===== config.mk =====
export PLATFORM = sky130hd
export DESIGN_NAME = conv_result_uart_tx_flat
export DESIGN_NICKNAME = d
export VERILOG_FILES = /design/src/rtl/conv_result_uart_tx_pkg.sv /design/src/rtl/conv_result_uart_tx_if.sv /design/src/rtl/conv_result_uart_tx_sync_fifo.sv /design/src/rtl/conv_result_uart_tx.sv /design/src/flat_wrapper.sv
export SDC_FILE = /design/constraint.sdc
export NUM_CORES = 1
export LEC_CHECK = 0
export ABC_AREA = 0
export CAP_MARGIN = 20
export CORE_MARGIN = 4
export CORE_UTILIZATION = 50
export CTS_CLUSTER_SIZE = 20
export DETAILED_ROUTE_END_ITERATION = 6
export PLACE_DENSITY = 0.66
export SETUP_SLACK_MARGIN = 0.5
export SYNTH_ARGS = -nofsm -noshare
export SYNTH_HDL_FRONTEND = slang
export SYNTH_SLANG_ARGS = --single-unit

===== constraint.sdc =====
create_clock -name i_clk -period 11.5 [get_ports i_clk]
set_input_delay 3.45 -clock i_clk [delete_from_list [all_inputs] [get_ports i_clk]]
set_output_delay 3.45 -clock i_clk [all_outputs]
set_load 0.1 [all_outputs]

===== src/rtl/conv_result_uart_tx_pkg.sv =====
// Shared types and constants for the DoG convolutor result path.
// Holds the UART FSM state type and the baud divisor helper.
package conv_pkg;

  typedef enum logic [1:0] {IDLE, START, DATA, STOP} uart_state_t;

  localparam int DOG_KERNEL_DIM = 7;
  localparam int DOG_BORDER     = 6;

  // Rounded divisor so the bit period error stays within half a clock.
  function automatic int clks_per_bit(input longint clk_hz, input longint baud);
    return int'((clk_hz + baud / 2) / baud);
  endfunction

endpackage


===== src/rtl/conv_result_uart_tx_if.sv =====
// Filtered pixel stream from the convolutor: one-cycle valid strobe plus data.
interface conv_result_uart_tx_if #(
  parameter int D_BITS = 8
);
  logic              dvalid;
  logic [D_BITS-1:0] data;

  modport master (output dvalid, output data);
  modport slave  (input  dvalid, input  data);
endinterface


===== src/rtl/conv_result_uart_tx_sync_fifo.sv =====
// Synchronous FIFO with registered read data (dout valid the cycle after pop).
// A push while full is only taken when a pop frees a slot in the same cycle.
module sync_fifo #(
  parameter int WIDTH = 8,
  parameter int DEPTH = 16
) (
  input  logic                   i_clk,
  input  logic                   reset,
  input  logic                   push,
  input  logic                   pop,
  input  logic [WIDTH-1:0]       din,
  output logic [WIDTH-1:0]       dout,
  output logic [$clog2(DEPTH):0] count,
  output logic                   full,
  output logic                   empty
);

  localparam int AW = $clog2(DEPTH);
  localparam int CW = AW + 1;

  logic [WIDTH-1:0] mem_q [DEPTH];
  logic [WIDTH-1:0] mem_d [DEPTH];
  logic [AW-1:0]    wr_ptr_q, wr_ptr_d;
  logic [AW-1:0]    rd_ptr_q, rd_ptr_d;
  logic [CW-1:0]    count_q, count_d;
  logic [WIDTH-1:0] dout_q, dout_d;
  logic             push_ok, pop_ok;

  assign full    = (count_q == CW'(DEPTH));
  assign empty   = (count_q == '0);
  assign push_ok = push & (~full | pop);
  assign pop_ok  = pop & ~empty;

  always_comb begin
    mem_d    = mem_q;
    wr_ptr_d = wr_ptr_q;
    rd_ptr_d = rd_ptr_q;
    dout_d   = dout_q;
    if (push_ok) begin
      mem_d[wr_ptr_q] = din;
      wr_ptr_d        = wr_ptr_q + AW'(1);
    end
    // Reads old contents, so a full-FIFO push/pop on the same slot is safe.
    if (pop_ok) begin
      dout_d   = mem_q[rd_ptr_q];
      rd_ptr_d = rd_ptr_q + AW'(1);
    end
    count_d = count_q + CW'(push_ok) - CW'(pop_ok);
  end

  always_ff @(posedge i_clk or posedge reset) begin
    if (reset) begin
      for (int i = 0; i < DEPTH; i++) mem_q[i] <= '0;
      wr_ptr_q <= '0;
      rd_ptr_q <= '0;
      count_q  <= '0;
      dout_q   <= '0;
    end else begin
      mem_q    <= mem_d;
      wr_ptr_q <= wr_ptr_d;
      rd_ptr_q <= rd_ptr_d;
      count_q  <= count_d;
      dout_q   <= dout_d;
    end
  end

  assign dout  = dout_q;
  assign count = count_q;

endmodule


===== src/rtl/conv_result_uart_tx.sv =====
// Buffers convolutor output pixels and streams them to the host as UART 8N1,
// counting pixels per frame and flagging frame completion and drops.
module conv_result_uart_tx
  import conv_pkg::*;
#(
  parameter int CLK_HZ       = 100_000_000,
  parameter int BAUD         = 115_200,
  parameter int D_BITS       = 8,
  parameter int FIFO_DEPTH   = 16,
  parameter int FRAME_PIXELS = 1
) (
  input  logic                          i_clk,
  input  logic                          reset,
  conv_result_uart_tx_if.slave          pix,
  output logic                          o_tx,
  output logic                          o_busy,
  output logic [$clog2(FIFO_DEPTH):0]   o_fifo_count,
  output logic                          o_overflow,
  output logic                          o_frame_done
);

  localparam int CPB = clks_per_bit(CLK_HZ, BAUD);
  localparam int BCW = $clog2(CPB);
  localparam int CW  = $clog2(FIFO_DEPTH) + 1;
  localparam int PCW = (FRAME_PIXELS > 1) ? $clog2(FRAME_PIXELS) : 1;

  uart_state_t       state_q, state_d;
  logic [BCW-1:0]    bc_q, bc_d;
  logic [2:0]        bi_q, bi_d;
  logic [7:0]        sh_q, sh_d;
  logic              load_q, load_d;
  logic              tx_q, tx_d;
  logic [PCW-1:0]    pix_q, pix_d;
  logic              ovf_q, ovf_d;

  logic              pop, bit_end, stop_end;
  logic [D_BITS-1:0] fifo_dout;
  logic [CW-1:0]     fifo_count;
  logic              fifo_full, fifo_empty;

  sync_fifo #(
    .WIDTH (D_BITS),
    .DEPTH (FIFO_DEPTH)
  ) u_fifo (
    .i_clk (i_clk),
    .reset (reset),
    .push  (pix.dvalid),
    .pop   (pop),
    .din   (pix.data),
    .dout  (fifo_dout),
    .count (fifo_count),
    .full  (fifo_full),
    .empty (fifo_empty)
  );

  assign bit_end  = (bc_q == BCW'(CPB - 1));
  assign stop_end = (state_q == STOP) && bit_end;

  always_ff @(posedge i_clk or posedge reset) begin
    if (reset) begin
      state_q <= IDLE;
      bc_q    <= '0;
      bi_q    <= '0;
    end else begin
      state_q <= state_d;
      bc_q    <= bc_d;
      bi_q    <= bi_d;
    end
  end

  always_comb begin
    state_d = state_q;
    bc_d    = bc_q + BCW'(1);
    bi_d    = bi_q;
    case (state_q)
      IDLE: begin
        bc_d = '0;
        if (!fifo_empty) state_d = START;
      end
      START: if (bit_end) begin
        state_d = DATA;
        bc_d    = '0;
        bi_d    = '0;
      end
      DATA: if (bit_end) begin
        bc_d = '0;
        if (bi_q == 3'd7) state_d = STOP;
        else              bi_d    = bi_q + 3'd1;
      end
      STOP: if (bit_end) begin
        bc_d    = '0;
        state_d = fifo_empty ? IDLE : START;
      end
      default: state_d = IDLE;
    endcase
  end

  // tx is registered from the upcoming state so the line tracks state_q exactly.
  always_comb begin
    pop          = ((state_q == IDLE) || stop_end) && !fifo_empty;
    o_frame_done = stop_end && (pix_q == PCW'(FRAME_PIXELS - 1));
    o_busy       = (state_q != IDLE) || (fifo_count != '0);
    case (state_d)
      START:   tx_d = 1'b0;
      DATA:    tx_d = sh_q[bi_d];
      default: tx_d = 1'b1;
    endcase
  end

  always_comb begin
    load_d = pop;
    sh_d   = load_q ? fifo_dout : sh_q;
    ovf_d  = ovf_q | (pix.dvalid & fifo_full & ~pop);
    pix_d  = pix_q;
    if (stop_end) pix_d = o_frame_done ? '0 : pix_q + PCW'(1);
  end

  always_ff @(posedge i_clk or posedge reset) begin
    if (reset) begin
      sh_q   <= '0;
      load_q <= 1'b0;
      tx_q   <= 1'b1;
      pix_q  <= '0;
      ovf_q  <= 1'b0;
    end else begin
      sh_q   <= sh_d;
      load_q <= load_d;
      tx_q   <= tx_d;
      pix_q  <= pix_d;
      ovf_q  <= ovf_d;
    end
  end

  assign o_tx         = tx_q;
  assign o_fifo_count = fifo_count;
  assign o_overflow   = ovf_q;

endmodule


===== src/flat_wrapper.sv =====
// flat-port wrapper written by rule: the top's interface ports become plain ports
module conv_result_uart_tx_flat import conv_pkg::*;
#(
  parameter int CLK_HZ       = 100_000_000,
  parameter int BAUD         = 115_200,
  parameter int D_BITS       = 8,
  parameter int FIFO_DEPTH   = 16,
  parameter int FRAME_PIXELS = 1
)
  (i_clk, reset, o_tx, o_busy, o_fifo_count, o_overflow, o_frame_done, pix_dvalid, pix_data);
  conv_result_uart_tx_if #(.D_BITS(D_BITS)) pix_i ();
  input  logic i_clk;
  input  logic reset;
  output logic o_tx;
  output logic o_busy;
  output logic [$clog2(FIFO_DEPTH):0] o_fifo_count;
  output logic o_overflow;
  output logic o_frame_done;
  input wire logic [$bits(pix_i.dvalid)-1:0] pix_dvalid;
  input wire logic [$bits(pix_i.data)-1:0] pix_data;
  assign pix_i.dvalid = pix_dvalid;
  assign pix_i.data = pix_data;
  conv_result_uart_tx #(.CLK_HZ(CLK_HZ), .BAUD(BAUD), .D_BITS(D_BITS), .FIFO_DEPTH(FIFO_DEPTH), .FRAME_PIXELS(FRAME_PIXELS)) u_core (.i_clk(i_clk), .reset(reset), .pix(pix_i), .o_tx(o_tx), .o_busy(o_busy), .o_fifo_count(o_fifo_count), .o_overflow(o_overflow), .o_frame_done(o_frame_done));
endmodule

==> results.tsv, run 1 <==
metric	value	unit
status	finished clean	
Hold Path Depth	1	
combinational power share	29.4	%
period utilization	56.6	%
most used standard cell by instance count after synthesis	dfrtp_1	
Clk Latency, worst-skew pair	420	ps
post-cts resize count	0	
P&R area growth vs syn	11.6	%
Cell Rows	47	
grt total ovfl	0	
routability cong.	0.848	
via/cell ratio	5.90	
DP HPWL	11500	um
Total Wirelength	17800	um
First-pass DRT Iterations	4	
Seq. cell area	0.00441	mm^2
Final Hold Viols	0	
CP Launch Type	flop	
Synth cell types	50	
die height	139	um
Num CTS Buffers	17	
reg2reg start	u_core.bc_q[0]$_DFF_PP0_	
setup ws final	5000	ps
setup violators final	0	
max-cap violations	0	
crit-path max FO	8	
root buffer cell	clkbuf_16	
io pins	20	
P_int	1.59	mW
WL/cell	21.7	um
DIE AREA	0.0193	mm^2
Iter 0 DRT Violations	304	
post-synthesis sequential area ratio	51.4	%
first-pass GRT wire length	28900	um
number of inserted diodes	0	
Mapped Area	0.00856	mm^2
Total Power	2.29	mW
ranking of synthesized cells by area	dfrtp_1 (51%), mux2_2 (19%), mux4_2 (11%)	
EDFF count, synth	0	
worst reg-to-reg setup slack	7570	ps
crit path DAT	3050	ps
final std cell area, no fill	0.00955	mm^2
CTS max path bufs	2	
VDD IR max	184	uV
vias in the first global route	5055	
Starting Density	51.3	%
Synth top area share	51.1	%
Setup crit end kind	output pin	
Post-DP Area	0.00891	mm^2
top post-synthesis cells by count	dfrtp_1 (175), mux2_2 (145), mux4_2 (40)	
H-tree Lvls	4	
Vias	4853	
postcts setup bufs	0	
P_sw	0.698	mW
Final Net Count	619	
largest net degree at the start of global routing	106	
Yosys top cell by area	dfrtp_1	
share of cells above drive strength 1	40.7	%
worst slew pin tran	969	ps
hold buffers post-CTS	0	
area of the multi-input gates	0.00394	mm^2
Switching Fraction	30.5	%
top_reg_cell synth	dfrtp_1	
Post-DRT Antenna Nets	0	
Leak Pwr	4.14	nW
clock-pin slew on the worst setup and hold paths	60	ps
r2r worst-path depth	17	
core region area	0.0167	mm^2
DRC	0	
CTS tree	done	
worst r2r dst	u_core.u_fifo.count[4]$_DFF_PP0_	
Synth Warn #	0	
WS Path Type	flop to output pin	
DP Worst Slack	5220	ps
sequential share of power	43.1	%
Hold EP	u_core.o_overflow$_DFF_PP0_	
initial antenna violation count	0	
max frequency	154	MHz
Die W	139	um
skew final	6.47	ps
Final Util	57.2	%
hold_sp	u_core.o_overflow$_DFF_PP0_	
Layout fillers	1351	
Pwr Density	239	mW/mm^2
Post-Syn Instances	581	
RSZ-0062 raised after global routing	false	
Sink Count	176	
asr flop ratio synth	100	%
Slew HR	35.2	%
setup tns final	0	ps
Net Count, Synth	611	
WP data required	8050	ps
crit path time final	6500	ps
clock group share of total power	27.5	%
Seq cells post-synth	176	
GR Util All Layers	19.4	%
Mean Syn Cell Area	14.7	um^2
Port Buffers	19	
Max Slew Vio Count	0	
worst min path class	flop to flop	
[per-stage QoR]
stage               hold slack [ps]  std cells
floorplan                       447        581
global placement                461        790
detailed placement              469        790
CTS                             484        822
global route                    510        822
finish                          477        822
[logic make-up (layout without fill, tap and decap cells)]
kind of cell | Yosys count | count (layout) | share of synthesized area (%)
AO/OA/AOI/OAI | 32 | 32 | 2.43
XOR/XNOR | 18 | 18 | 1.84
adder cells (fa/ha/maj) | 19 | 19 | 2.86
buffers and inverters | 51 | 72 | 2.62
flip-flops | 176 | 176 | 51.4
multiplexers | 188 | 188 | 29.9
AND/OR/NAND/NOR | 97 | 97 | 8.87
[critical path, stage by stage (launching register included)]
cell and delay (ps):
dfrtp_1 390, ha_1 270, nor3b_4 400, and3_4 280, nand2_1 80, nor2_1 90
clkdlybuf4s50_1 1130
[power groups by stage]
stage | registers [mW] | logic (mW) | clock network, mW
6_report | 0.985 | 0.672 | 0.628
4_1_cts | 0.985 | 0.682 | 0.643
5_1_grt | 1.01 | 0.727 | 0.670
2_1_floorplan | 1.02 | 0.497 | 0
3_5_place_dp | 0.997 | 0.680 | 0
3_3_place_gp | 0.973 | 0.652 | 0
[per-layer routing]
metal | track usage, % | share of wire [%] | wire length, um
met5 | 0 | 0 | 0
met4 | 5.66 | 1.5 | 273
met3 | 3.79 | 3.8 | 673
met2 | 32.6 | 51 | 9120
met1 | 25.9 | 44 | 7750
[layout by cell type (no fill, tap or decap), types with 7 or more instances in the layout]
cell | synthesis | final
dfrtp_1 | 175 | 174
mux2_2 | 145 | 145
mux4_2 | 40 | 40
nor2_1 | 20 | 20
clkdlybuf4s50_1 | 0 | 19
ha_1 | 18 | 18
clkbuf_16 | 0 | 17
inv_1 | 17 | 16
nand3_4 | 12 | 12
nand4_1 | 11 | 11
nand2_1 | 10 | 10
xnor2_1 | 10 | 10
nand3_1 | 9 | 9
a21oi_1 | 8 | 8
xor2_1 | 8 | 8
and3_1 | 7 | 7
[state kept, by name (all words and copies together) (netlist names), 3 cells and up]
name and flops:
u_core.bc_q 10, u_core.u_fifo.dout 8, u_core.u_fifo.mem_q 128, u_core.u_fifo.wr_ptr_q 4
u_core.u_fifo.count 5, u_core.u_fifo.rd_ptr_q 4, u_core.bi_q 3, u_core.sh_q 8
[worst max-delay path by stage]
stage / slack, ps / cells after the start / end / startpoint
4_1_cts: 4980 / 6 / o_frame_done / u_core.bc_q[0]$_DFF_PP0_
6_report: 5000 / 6 / o_frame_done / u_core.bc_q[0]$_DFF_PP0_
3_5_place_dp: 5220 / 13 / u_core.u_fifo.count[4]$_DFF_PP0_ / pix_dvalid
5_1_grt: 4860 / 6 / o_frame_done / u_core.bc_q[0]$_DFF_PP0_
3_3_place_gp: 5310 / 13 / u_core.u_fifo.count[4]$_DFF_PP0_ / pix_dvalid
2_1_floorplan: 3280 / 1 / u_core.bc_q[0]$_DFF_PP0_ / reset
[final cells by class]
| cell class | count | area share, % |
|---|---|---|
| inverter | 17 | 0.720 |
| sequential | 176 | 46.1 |
| multi-input combinational | 354 | 41.2 |
| timing repair buffer | 23 | 2.31 |
| clock buffer | 17 | 4.45 |
| clock inverter | 15 | 2.32 |
| tap | 220 | 2.88 |
Note: power is estimated with default switching activity, not from simulation.
==> inputs of run 2 (changes only) <==
==> constraint.sdc (replaced) <==
create_clock -name i_clk -period 6.69 [get_ports i_clk]
set_input_delay 2.007 -clock i_clk [delete_from_list [all_inputs] [get_ports i_clk]]
set_output_delay 2.007 -clock i_clk [all_outputs]
set_load 0.1 [all_outputs]
==> results.tsv, run 2 (synthesized netlist as in run 1, its figures left out) <==
metric	value	unit
core region area	0.0167	mm^2
max frequency	199	MHz
Vias	4848	
VDD IR max	397	uV
worst hold margin	480	ps
Iter 0 DRT Violations	251	
Slew HR	35.2	%
WP data required	4680	ps
Num CTS Buffers	17	
Pwr Density	398	mW/mm^2
commonest non-fill, non-tap cell in the layout	dfrtp_1	
Die W	139	um
crit path DAT	3020	ps
DP HPWL	11500	um
initial antenna violation count	0	
setup violators final	0	
CTS tree	done	
grt total ovfl	0	
DRC	0	
number of inserted diodes	0	
Port Buffers	19	
GR Util All Layers	19.1	%
CP Launch Type	flop	
via/cell ratio	5.90	
H-tree Lvls	4	
Post-Layout Cell Count	822	
period utilization	75.1	%
crit-path max FO	8	
Final Util	56.7	%
RSZ-0062 raised after global routing	false	
commonest cells after routing, fill and taps aside	dfrtp_1 (174), mux2_2 (145), mux4_2 (40)	
crit path time final	5030	ps
CTS max path bufs	2	
Final Hold Viols	0	
Sink Count	176	
routability cong.	0.820	
WS Path Type	flop to output pin	
Leak Pwr	4.08	nW
P&R area growth vs syn	10.5	%
io pins	20	
status	finished clean	
max FFs per register	128	
first-pass GRT wire length	28800	um
Clk Latency, worst-skew pair	430	ps
Total Wirelength	17400	um
postcts setup bufs	0	
Cell Rows	47	
dpl cells	790	
Max Slew Vio Count	0	
largest net degree at the start of global routing	177	
max-cap violations	0	
Final Net Count	619	
Post-DP Area	0.00892	mm^2
WL/cell	21.2	um
Biggest register	u_core.u_fifo.mem_q	
Post-DRT Antenna Nets	0	
skew final	11.9	ps
clock-pin slew on the worst setup and hold paths	70	ps
First-pass DRT Iterations	4	
die height	139	um
hold buffers post-CTS	0	
post-cts resize count	0	
Setup crit end kind	output pin	
Starting Density	51.3	%
root buffer cell	clkbuf_16	
vias in the first global route	5259	
DIE AREA	0.0193	mm^2
worst min path class	flop to flop	
final std cell area, no fill	0.00946	mm^2
share of cells above drive strength 1	40.2	%
largest registers	u_core.u_fifo.mem_q (128), u_core.bc_q (10)	
worst slew pin tran	969	ps
setup tns final	0	ps
run 2: cell count changes in the layout (fill, tap and decap cells not counted):
cell | previous run | this run
bufinv_16 | 4 | 0
clkbuf_8 | 0 | 4
clkinv_2 | 0 | 3
buf_12 | 0 | 1
buf_4 | 4 | 3
clkinv_4 | 4 | 0
clkinvlp_4 | 0 | 5
inv_8 | 2 | 0
inv_6 | 6 | 1
clkbuf_1 | 0 | 3
run 2: worst max-delay path: stages, from the launching register on:
cell             delay [ps]
dfrtp_1                 380
ha_1                    260
nor3b_4                 370
and3_4                  270
nand2_1                  90
nor2_1                   90
clkdlybuf4s50_1        1130
run 2: final timing paths:
path,startpoint,to,slack [ps],cells after the start
max,u_core.bc_q[0]$_DFF_PP0_,o_frame_done,1660,6
min,u_core.o_overflow$_DFF_PP0_,u_core.o_overflow$_DFF_PP0_,480,1
max reg2reg,u_core.bc_q[0]$_DFF_PP0_,u_core.u_fifo.count[4]$_DFF_PP0_,2870,17
min reg2reg,u_core.o_overflow$_DFF_PP0_,u_core.o_overflow$_DFF_PP0_,480,1
max in group asynchronous,reset,u_core.u_fifo.rd_ptr_q[0]$_DFFE_PP0P_,3790,3
min in group asynchronous,reset,u_core.o_overflow$_DFF_PP0_,2200,3
run 2: layout make-up:
| class | count | area [um^2] |
|---|---|---|
| clock inverter | 8 | 53.8 |
| inverter | 17 | 67.6 |
| clock buffer | 24 | 492 |
| fill | 1357 | 7240 |
| tap | 220 | 275 |
| timing repair buffer | 23 | 233 |
| multi-input combinational | 354 | 3940 |
| sequential | 176 | 4410 |
run 2: per-layer routing:
metal / track usage (%) / vias to the layer above / part of all wire, %
met1: 25.2 / 2569 / 44
met5: 0 / - / 0
met2: 32.4 / 83 / 52
met3: 4.76 / 14 / 3.7
li1: - / 2182 / -
met4: 4.17 / 0 / 0.96
run 2: power breakdown:
group / internal [mW] / switching [mW] / leakage (nW)
Combinational: 0.621 / 0.535 / 1.62
Sequential: 1.47 / 0.230 / 2.21
Clock: 0.514 / 0.398 / 0.259
run 2: metrics by stage:
step                setup WS [ps]  total power, mW
floorplan                    2190             2.61
global placement             1940             2.80
detailed placement           1890             2.88
CTS                          1640             3.80
global route                 1510             3.98
finish                       1660             3.77
